==> config.mk <==
export PLATFORM = sky130hd
export DESIGN_NAME = prog_loader
export DESIGN_NICKNAME = d
export VERILOG_FILES = /design/src/rtl/prog_loader_pkg.sv /design/src/rtl/prog_loader_word_assembler.sv /design/src/rtl/prog_loader.sv
export SDC_FILE = /design/constraint.sdc
export NUM_CORES = 1
export LEC_CHECK = 0
export ABC_CLOCK_PERIOD_IN_PS = 4200
export BUFFER_PORTS_ARGS = -buffer_cell sky130_fd_sc_hd__clkbuf_2
export CAP_MARGIN = 20
export CORE_MARGIN = 5
export CORE_UTILIZATION = 55
export DETAILED_ROUTE_END_ITERATION = 10
export GPL_TIMING_DRIVEN = 1
export PLACE_DENSITY_LB_ADDON = 0.3
export SYNTH_ARGS = -nofsm -noshare
export SYNTH_HDL_FRONTEND = slang
export SYNTH_SLANG_ARGS = --single-unit
==> constraint.sdc <==
create_clock -name clk -period 4.2 [get_ports clk]
set_input_delay 0.84 -clock clk [delete_from_list [all_inputs] [get_ports clk]]
set_output_delay 0.84 -clock clk [all_outputs]
set_load 0.005 [all_outputs]
==> src/rtl/prog_loader_pkg.sv <==
// Shared types and helpers for the program loader and its byte-to-word assembler.
package prog_loader_pkg;

  typedef enum logic [2:0] {
    StIdle,
    StHdr0,
    StHdr1,
    StWord,
    StWrite,
    StCsum,
    StDone,
    StErr
  } state_e;

  localparam int unsigned BytesPerWord = 4;

  // States in which the loader accepts a stream byte.
  function automatic logic takes_byte(state_e s);
    return s inside {StHdr0, StHdr1, StWord, StCsum};
  endfunction

  function automatic logic is_busy(state_e s);
    return !(s inside {StIdle, StDone, StErr});
  endfunction

endpackage

==> src/rtl/prog_loader_word_assembler.sv <==
// Packs a big-endian byte stream into 32-bit words; also used for data-memory preload.
module word_assembler
  import prog_loader_pkg::*;
(
  input  logic        clk_i,
  input  logic        reset_i,
  input  logic        clear_i,
  input  logic        shift_i,
  input  logic [7:0]  byte_i,
  output logic        last_o,
  output logic [31:0] word_o,
  output logic        word_full_o
);

  logic [1:0]  idx_q, idx_d;
  logic [31:0] word_q, word_d;
  logic        full_q, full_d;

  always_comb begin
    idx_d  = idx_q;
    word_d = word_q;
    full_d = full_q;
    if (clear_i) begin
      idx_d  = 2'd0;
      word_d = 32'd0;
      full_d = 1'b0;
    end else if (shift_i) begin
      idx_d  = idx_q + 2'd1;
      word_d = {word_q[23:0], byte_i};
      full_d = (idx_q == 2'(BytesPerWord - 1));
    end
  end

  always_ff @(posedge clk_i) begin
    if (reset_i) begin
      idx_q  <= 2'd0;
      word_q <= 32'd0;
      full_q <= 1'b0;
    end else begin
      idx_q  <= idx_d;
      word_q <= word_d;
      full_q <= full_d;
    end
  end

  assign last_o      = (idx_q == 2'(BytesPerWord - 1));
  assign word_o      = word_q;
  assign word_full_o = full_q;

endmodule

==> src/rtl/prog_loader.sv <==
// Streams a counted, checksummed frame of big-endian words into instruction memory,
// holding the cpu until the whole program has arrived intact.
module prog_loader
  import prog_loader_pkg::*;
#(
  parameter logic [31:0] BASE_ADDR = 32'd0,
  parameter int unsigned MAX_WORDS = 1024
) (
  input  logic        clk,
  input  logic        reset,
  input  logic        start,
  input  logic [7:0]  byte_in,
  input  logic        byte_valid,
  output logic        byte_ready,
  output logic        prog_en,
  output logic [31:0] inst_addr,
  output logic [31:0] prog_instruction,
  output logic        cpu_hold,
  output logic        busy,
  output logic        load_done,
  output logic        load_err,
  output logic [15:0] words_loaded
);

  state_e      state_q, state_d;
  logic [15:0] cnt_q, cnt_d;
  logic [7:0]  csum_q, csum_d;
  logic [15:0] words_q, words_d;
  logic [31:0] inst_addr_q, inst_addr_d;
  logic        done_q, done_d;
  logic        err_q, err_d;
  logic        byte_ready_q, prog_en_q, cpu_hold_q, busy_q;

  logic        xfer;
  logic        asm_clear, asm_shift, asm_last, asm_full;
  logic [31:0] asm_word;

  word_assembler u_word_assembler (
    .clk_i      (clk),
    .reset_i    (reset),
    .clear_i    (asm_clear),
    .shift_i    (asm_shift),
    .byte_i     (byte_in),
    .last_o     (asm_last),
    .word_o     (asm_word),
    .word_full_o(asm_full)
  );

  assign xfer = byte_valid & byte_ready_q;

  always_comb begin
    state_d     = state_q;
    cnt_d       = cnt_q;
    csum_d      = csum_q;
    words_d     = words_q;
    inst_addr_d = inst_addr_q;
    done_d      = done_q;
    err_d       = err_q;
    asm_clear   = 1'b0;
    asm_shift   = 1'b0;

    unique case (state_q)
      StIdle, StDone, StErr: begin
        if (start) begin
          state_d   = StHdr0;
          cnt_d     = 16'd0;
          csum_d    = 8'd0;
          words_d   = 16'd0;
          done_d    = 1'b0;
          err_d     = 1'b0;
          asm_clear = 1'b1;
        end
      end
      StHdr0: begin
        if (xfer) begin
          cnt_d[15:8] = byte_in;
          state_d     = StHdr1;
        end
      end
      StHdr1: begin
        if (xfer) begin
          cnt_d[7:0] = byte_in;
          if (32'({cnt_q[15:8], byte_in}) > MAX_WORDS) begin
            state_d = StErr;
            err_d   = 1'b1;
          end else if ({cnt_q[15:8], byte_in} == 16'd0) begin
            state_d = StCsum;
          end else begin
            state_d = StWord;
          end
        end
      end
      StWord: begin
        if (xfer) begin
          asm_shift = 1'b1;
          csum_d    = csum_q ^ byte_in;
          if (asm_last) begin
            state_d     = StWrite;
            inst_addr_d = BASE_ADDR + {14'd0, words_q, 2'b00};
          end
        end
      end
      StWrite: begin
        // The assembler always holds a complete word here; the flag just guards the exit.
        if (asm_full) begin
          words_d = words_q + 16'd1;
          state_d = ((words_q + 16'd1) == cnt_q) ? StCsum : StWord;
        end
      end
      StCsum: begin
        if (xfer) begin
          if (byte_in == csum_q) begin
            state_d = StDone;
            done_d  = 1'b1;
          end else begin
            state_d = StErr;
            err_d   = 1'b1;
          end
        end
      end
      default: state_d = StIdle;
    endcase
  end

  always_ff @(posedge clk) begin
    if (reset) begin
      state_q      <= StIdle;
      cnt_q        <= 16'd0;
      csum_q       <= 8'd0;
      words_q      <= 16'd0;
      inst_addr_q  <= 32'd0;
      done_q       <= 1'b0;
      err_q        <= 1'b0;
      byte_ready_q <= 1'b0;
      prog_en_q    <= 1'b0;
      cpu_hold_q   <= 1'b1;
      busy_q       <= 1'b0;
    end else begin
      state_q      <= state_d;
      cnt_q        <= cnt_d;
      csum_q       <= csum_d;
      words_q      <= words_d;
      inst_addr_q  <= inst_addr_d;
      done_q       <= done_d;
      err_q        <= err_d;
      byte_ready_q <= takes_byte(state_d);
      prog_en_q    <= (state_d == StWrite);
      cpu_hold_q   <= (state_d != StDone);
      busy_q       <= is_busy(state_d);
    end
  end

  assign byte_ready       = byte_ready_q;
  assign prog_en          = prog_en_q;
  assign inst_addr        = inst_addr_q;
  assign prog_instruction = asm_word;
  assign cpu_hold         = cpu_hold_q;
  assign busy             = busy_q;
  assign load_done        = done_q;
  assign load_err         = err_q;
  assign words_loaded     = words_q;

endmodule
==> flow_metrics.py, run 1 <==
metrics = {
    "synth": {
        "synth_compound_area_share_pct": 18.1,
        "syn_inst": 624,
        "synthesis.area_mm2": 0.00483,
        "synth.distinct_cells": 64,
        "yosys_register_bits": 100,
        "synthAdderAreaFrac_pct": 0.518,
        "synth_edf_count": 0,
        "synthXorXnorAreaFrac_pct": 5.26,
        "synth_top_area_share_pct": 41.5,
        "yosysSeqAreaShare_pct": 41.5,
        "synth_top_family_by_area": "simple AND/OR/NAND/NOR gates",
        "synth_area_leaders": "dfxtp_1 (41%), nand2_1 (10%), a21oi_1 (10%), nor2_1 (3.3%), buf_4 (3.0%)",
        "yosys.area_share.simple_pct": 27.5,
        "syn_area_per_cell_um2": 7.74,
        "synth_ff_type": "dfxtp_1",
        "synthMuxAreaShare_pct": 0.648,
        "yosys_warnings": 0,
        "synth_top_area_cell": "dfxtp_1",
        "async_flop_share_pct": 0,
    },
    "clocking": {
        "cts_made_buffers": 9,
        "cts-hold-fix-buffers": 0,
        "htreeDepth": 3,
        "cts_tree": "built",
        "cts.sinks": 100,
        "clk_latency_ns": 0.37,
        "cts-root-buf": "clkbuf_8",
        "clkTransAtPathRegs_ns": 0.11,
        "cts_resized": 0,
        "cts_setup_buffers": 0,
        "clock_path_buffers": 2,
    },
    "die": {
        "die_x_um": 104,
        "die_area_mm2": 0.0108,
        "chipHeight_um": 104,
        "boundaryPins": 98,
        "core_area_mm2": 0.00864,
        "rows": 34,
        "initial_core_util_pct": 55.9,
    },
    "global_route": {
        "top_usage_layer": "met2",
        "grt_util_met3_pct": 4.04,
        "gr-usage-met1_pct": 30.3,
        "grt_pass1_wl_mm": 20.6,
        "grt_pass1_vias": 4183,
        "grt_max_degree": 38,
        "gr-total-overflow": 0,
        "use_met2_pct": 35.4,
        "grt_antenna_before_repair": 0,
        "track_usage_pct": 22.7,
    },
    "pwr": {
        "p_leak_nw": 2.06,
        "max-vdd-ir-drop_mv": 0.246,
        "power_per_cell_area_mw_per_mm2": 345,
        "finalPower_w": 0.00187,
    },
    "worst_setup_path": {
        "crit_path_end_kind": "flip-flop",
        "critPathLaunchType": "flip-flop",
        "cp_cell_sequence": "ha_1 -> nand3_2 -> nor4_4 -> o22ai_1 -> or4_4 -> or4_1 -> a21oi_1",
        "cp_max_fo": 9,
        "slowest_delay_ns": 0.53,
        "worstPathArrival_ns": 3.12,
        "critPathKind": "flip-flop to flip-flop",
        "cp_slowest_cell": "or4_1",
        "crit_required_ns": 4.51,
    },
    "timing": {
        "finalMaxSlewViolations": 0,
        "setup_viol": 0,
        "timing.fmax_ghz": 0.355,
        "setup_tns_ns": 0,
        "period_needed_ns": 2.81,
        "rsz0062_at_grt": "false",
        "hold_viol": 0,
        "fin_crit_sh_pct": 67.0,
        "finalClockSkew_ns": 0.00782,
        "slew_headroom_pct": 39.6,
        "tightest_slew_ns": 0.898,
    },
    "finish": {
        "n_antenna_cell": 0,
        "area_growth_pct": 12.0,
        "fillers": 769,
        "multi_input_area_mm2": 0.00258,
        "regArea_mm2": 0.00200,
        "final_layout_size_suffix_gt1_share_pct": 16.9,
        "final_area_mm2": 0.00541,
        "nets": 695,
        "stdcell_count": 794,
    },
    "placed_design": {
        "placed_area_mm2": 0.00518,
        "port_buffers": 81,
        "dp_cells": 777,
        "hpwl_mm": 8.81,
        "place.gp.congestion": 0.868,
    },
    "detailed_routing": {
        "avgRoutedWirePerCell_um": 15.5,
        "num_vias": 4567,
        "drc": 0,
        "routed_wirelength_mm": 12.3,
        "first_pass_iters": 7,
        "via_per_inst": 5.75,
        "ant_nets": 0,
        "drtIter0Drc": 312,
    },
    "outcome": {
        "status": "finished, final reports clean",
    },
    "hold_path": {
        "min_path_type": "flip-flop to flip-flop",
    },
    "flow_run": {
        "drv_cap": 0,
    },
}
-- cell usage after synthesis, drive strengths merged (4+ instances only) --
library cell	n
nand2	130
dfxtp	100
a21oi	97
nor2	42
clkbuf	30
nand3	29
o21ai	28
buf	26
xor2	16
xnor2	13
nor4	10
nand3b	9
or4	8
nand4	6
nor3	6
or3	6
and3	5
nor2b	5
inv	4
nand2b	4
-- routing by layer --
metal  vias to the layer above  share of wire [%]
met5                         -                  0
met4                         0                3.1
met3                        34                7.1
met2                       189                 47
met1                      2095                 43
li1                       2249                  -
-- layout make-up --
| type | count | share of cell area (%) |
|---|---|---|
| clock buffers | 10 | 2.54 |
| flip-flops and latches | 100 | 37.0 |
| well taps | 108 | 2.50 |
| inverters | 5 | 0.347 |
| clock inverters | 6 | 1.43 |
| multi-input cells | 478 | 47.7 |
| repair buffers | 87 | 8.47 |
-- state kept, by name, indices dropped and copies added, names as in the netlist --
name                          count
inst_addr                        16
load_done                         1
cnt_q                            16
u_word_assembler.idx_q            2
load_err                          1
prog_en                           1
words_loaded                     16
state_q                           3
cpu_hold                          1
byte_ready                        1
csum_q                            8
u_word_assembler.word_full_o      1
u_word_assembler.word_o          32
busy                              1
-- per-stage QoR --
| stage | worst slack [ns] | utilization, % | hold WS [ns] |
|---|---|---|---|
| 6_report | 1.39 | 62.6 | 0.457 |
| 5_1_grt | 1.13 | 62.6 | 0.475 |
| 4_1_cts | 1.40 | 62.5 | 0.460 |
| 3_5_place_dp | 1.13 | 60.0 | 0.445 |
| 3_3_place_gp | 1.24 | 59.9 | 0.438 |
| 2_1_floorplan | 1.55 | - | 0.440 |
-- worst max-delay path: cells and delay by family, from the launching register on --
| kind | cells | cell delay [ns] |
|---|---|---|
| simple gates | 4 | 1.59 |
| flops | 1 | 0.51 |
| fa+ha+maj | 1 | 0.39 |
| compound gates | 2 | 0.27 |
-- cells by family (layout without fill, tap and decap cells) --
logic type | after synthesis | in the layout
XOR/XNOR | 29 | 29
other | 1 | 16
flip-flops | 100 | 100
AND/OR/NAND/NOR | 272 | 272
multiplexers | 3 | 3
AO/OA/AOI/OAI | 156 | 156
buffers and inverters | 61 | 108
adder cells (fa/ha/maj) | 2 | 2
-- cell usage in the layout (no fill, tap or decap), types with 4 or more instances in the layout --
cell type  netlist  final
xnor2_1         13     13
nor2b_1          5      5
dfxtp_1        100    100
a21oi_1         97     97
nor2_1          42     42
or4_1            7      7
or3_1            6      6
xor2_1          16     16
nand4_1          4      4
and3_1           5      5
clkbuf_2         0     81
nor4_1           8      8
nand2b_1         4      4
conb_1           1     16
nand2_1        130    130
nand3_1         27     27
clkbuf_8         0     10
nand3b_1         9      9
o21ai_0         27     27
nor3_1           6      6
buf_4           19      5
-- worst paths after layout --
check / start / endpoint / slack [ns] / depth (start not counted)
max: words_loaded[0] / prog_en / 1.39 / 7
min: inst_addr[8] / inst_addr[8] / 0.46 / 2
max reg2reg: words_loaded[0] / prog_en / 1.39 / 7
min reg2reg: inst_addr[8] / inst_addr[8] / 0.46 / 2
-- power breakdown --
group / internal [W] / leakage [nW] / switching [W]
combinational: 0.0000656 / 1.14 / 0.000143
clock: 0.000305 / 0.107 / 0.000364
sequential: 0.000964 / 0.807 / 0.0000239
total: 0.00133 / 2.06 / 0.000531
Power figures use the tool's default switching activity.
==> run 2, diff against run 1 <==
Settings changed: ABC_CLOCK_PERIOD_IN_PS 4200 to 2300, CORE_UTILIZATION 55 to 50.
Clock period 4.2 ns to 2.3 ns, I/O delays scaled along.
==> flow_metrics.py, run 2 (synthesis results as in run 1) <==
metrics = {
    "die": {
        "chipHeight_um": 108,
        "die_x_um": 108,
        "core_area_mm2": 0.00933,
        "initial_core_util_pct": 51.8,
        "rows": 35,
        "die_area_mm2": 0.0117,
        "boundaryPins": 98,
    },
    "worst_setup_path": {
        "reg2reg_depth": 6,
        "cp_max_fo": 4,
        "critPathKind": "flip-flop to flip-flop",
        "crit_path_end_kind": "flip-flop",
        "rrSetupSlack_ns": -0.008,
        "worstReg2RegEnd": "busy",
        "r2r-start": "cnt_q[9]",
        "crit_required_ns": 2.58,
        "critPathLaunchType": "flip-flop",
        "worstPathArrival_ns": 2.59,
    },
    "placed_design": {
        "dp_slack_ns": -0.238,
        "port_buffers": 81,
        "dp_cells": 847,
        "place.gp.congestion": 0.896,
        "hpwl_mm": 9.54,
    },
    "clocking": {
        "clk_latency_ns": 0.38,
        "cts_tree": "built",
        "htreeDepth": 3,
        "cts-root-buf": "clkbuf_8",
        "clock_path_buffers": 2,
        "cts.sinks": 100,
        "cts_made_buffers": 9,
        "clkTransAtPathRegs_ns": 0.10,
    },
    "timing": {
        "timing.fmax_ghz": 0.433,
        "rsz0062_at_grt": "true",
        "worst_slack_ns": -0.00826,
        "finalMaxSlewViolations": 0,
        "fin_crit_sh_pct": 100,
        "hold_viol": 0,
        "slew_headroom_pct": 56.9,
        "finalClockSkew_ns": 0.00971,
        "tightest_slew_ns": 0.647,
        "period_needed_ns": 2.31,
        "setup_tns_ns": -0.00826,
        "setup_viol": 1,
    },
    "global_route": {
        "track_usage_pct": 22.9,
        "grt_max_degree": 62,
        "grt_antenna_before_repair": 0,
        "use_met2_pct": 36.8,
        "grt_pass1_wl_mm": 21.7,
        "gr-usage-met1_pct": 30.7,
        "top_usage_layer": "met2",
        "gr-total-overflow": 0,
        "grt_pass1_vias": 4554,
        "grt_util_met3_pct": 4.90,
    },
    "pwr": {
        "p_leak_nw": 2.39,
        "max-vdd-ir-drop_mv": 0.323,
        "power_per_cell_area_mw_per_mm2": 554,
    },
    "detailed_routing": {
        "drtIter0Drc": 349,
        "avgRoutedWirePerCell_um": 15.8,
        "num_vias": 4879,
        "via_per_inst": 5.63,
        "drc": 0,
        "ant_nets": 0,
        "first_pass_iters": 6,
        "routed_wirelength_mm": 13.7,
    },
    "flow_run": {
        "drv_cap": 0,
    },
    "finish": {
        "nets": 746,
        "final_layout_size_suffix_gt1_share_pct": 27.7,
        "n_antenna_cell": 0,
        "area_growth_pct": 25.6,
        "stdcell_count": 866,
        "fillers": 831,
        "regArea_mm2": 0.00202,
        "largest_register_ff_count": 32,
        "multi_input_area_mm2": 0.00282,
        "final_common_cell": "nand2_1",
        "final_cell_mix": "nand2_1 (130), a21oi_1 (95), dfxtp_1 (89), clkbuf_2 (81), buf_4 (53)",
    },
    "hold_path": {
        "min_delay_path_depth": 3,
        "min_path_type": "primary input to flip-flop",
        "hold_end": "state_q[2]",
        "hold_start": "reset",
    },
    "outcome": {
        "violations": "negative setup slack",
        "status": "finished, violations left",
    },
}
run 2: cell count changes in the layout (fill, tap and decap cells not counted), moves of 3 or more:
cell / delta
nor4_1: -4
dfxtp_1: -11
dfxtp_2: +8
buf_4: +48
dfxtp_4: +3
run 2: power breakdown:
| group | switching, W | leakage (nW) | internal [W] |
|---|---|---|---|
| registers | 0.0000417 | 0.813 | 0.00176 |
| logic | 0.000308 | 1.49 | 0.000185 |
| clock network | 0.000657 | 0.0881 | 0.000408 |
| total | 0.00101 | 2.39 | 0.00235 |
run 2: worst max-delay path, stage by stage, from the launching register on:
cell,delay [ns]
dfxtp_2,0.37
or4_1,0.54
or4_4,0.47
o31ai_2,0.22
nand3_1,0.22
nand2b_4,0.21
o21a_1,0.18
run 2: worst max-delay path by stage:
| stage | start | to | slack [ns] |
|---|---|---|---|
| final | cnt_q[9] | busy | -0.008 |
| after floorplan | words_loaded[0] | prog_en | 0.006 |
| after global placement | byte_in[4] | busy | -0.19 |
| after global routing | cnt_q[9] | state_q[1] | -0.07 |
| after CTS | cnt_q[9] | busy | 0.01 |
| after detailed placement | byte_in[4] | busy | -0.24 |
run 2: metrics by stage:
step | util (%) | area [um2] | hold slack [ns] | total power (W)
4_1_cts | 62.2 | 5810 | 0.430 | 0.00332
5_1_grt | 65.0 | 6060 | 0.444 | 0.00350
6_report | 65.0 | 6060 | 0.438 | 0.00336
3_3_place_gp | 60.1 | 5610 | 0.437 | 0.00226
2_1_floorplan | - | 4920 | 0.440 | 0.00212
3_5_place_dp | 60.1 | 5610 | 0.448 | 0.00228
run 2: per-layer routing:
layer	up-vias	part of all wire (%)
li1	2347	-
met1	2273	42
met2	230	48
met3	29	8.2
met4	0	1.9
met5	-	0
run 2: cell type report:
class,instances,share of cell area (%)
clock buffers,9,2.04
clock inverters,7,0.949
inverters,5,0.310
multi-input cells,478,46.5
flip-flops and latches,100,33.4
well taps,129,2.66
repair buffers,138,14.2
run 2: what timing repair did:
| action | CTS | global route |
|---|---|---|
| hold buffers | 0 | 0 |
| pin swaps | 1 | 11 |
| endpoints found under the setup margin | 2 | 6 |
| buffers inserted | 0 | 2 |
| gates resized for setup | 4 | 45 |
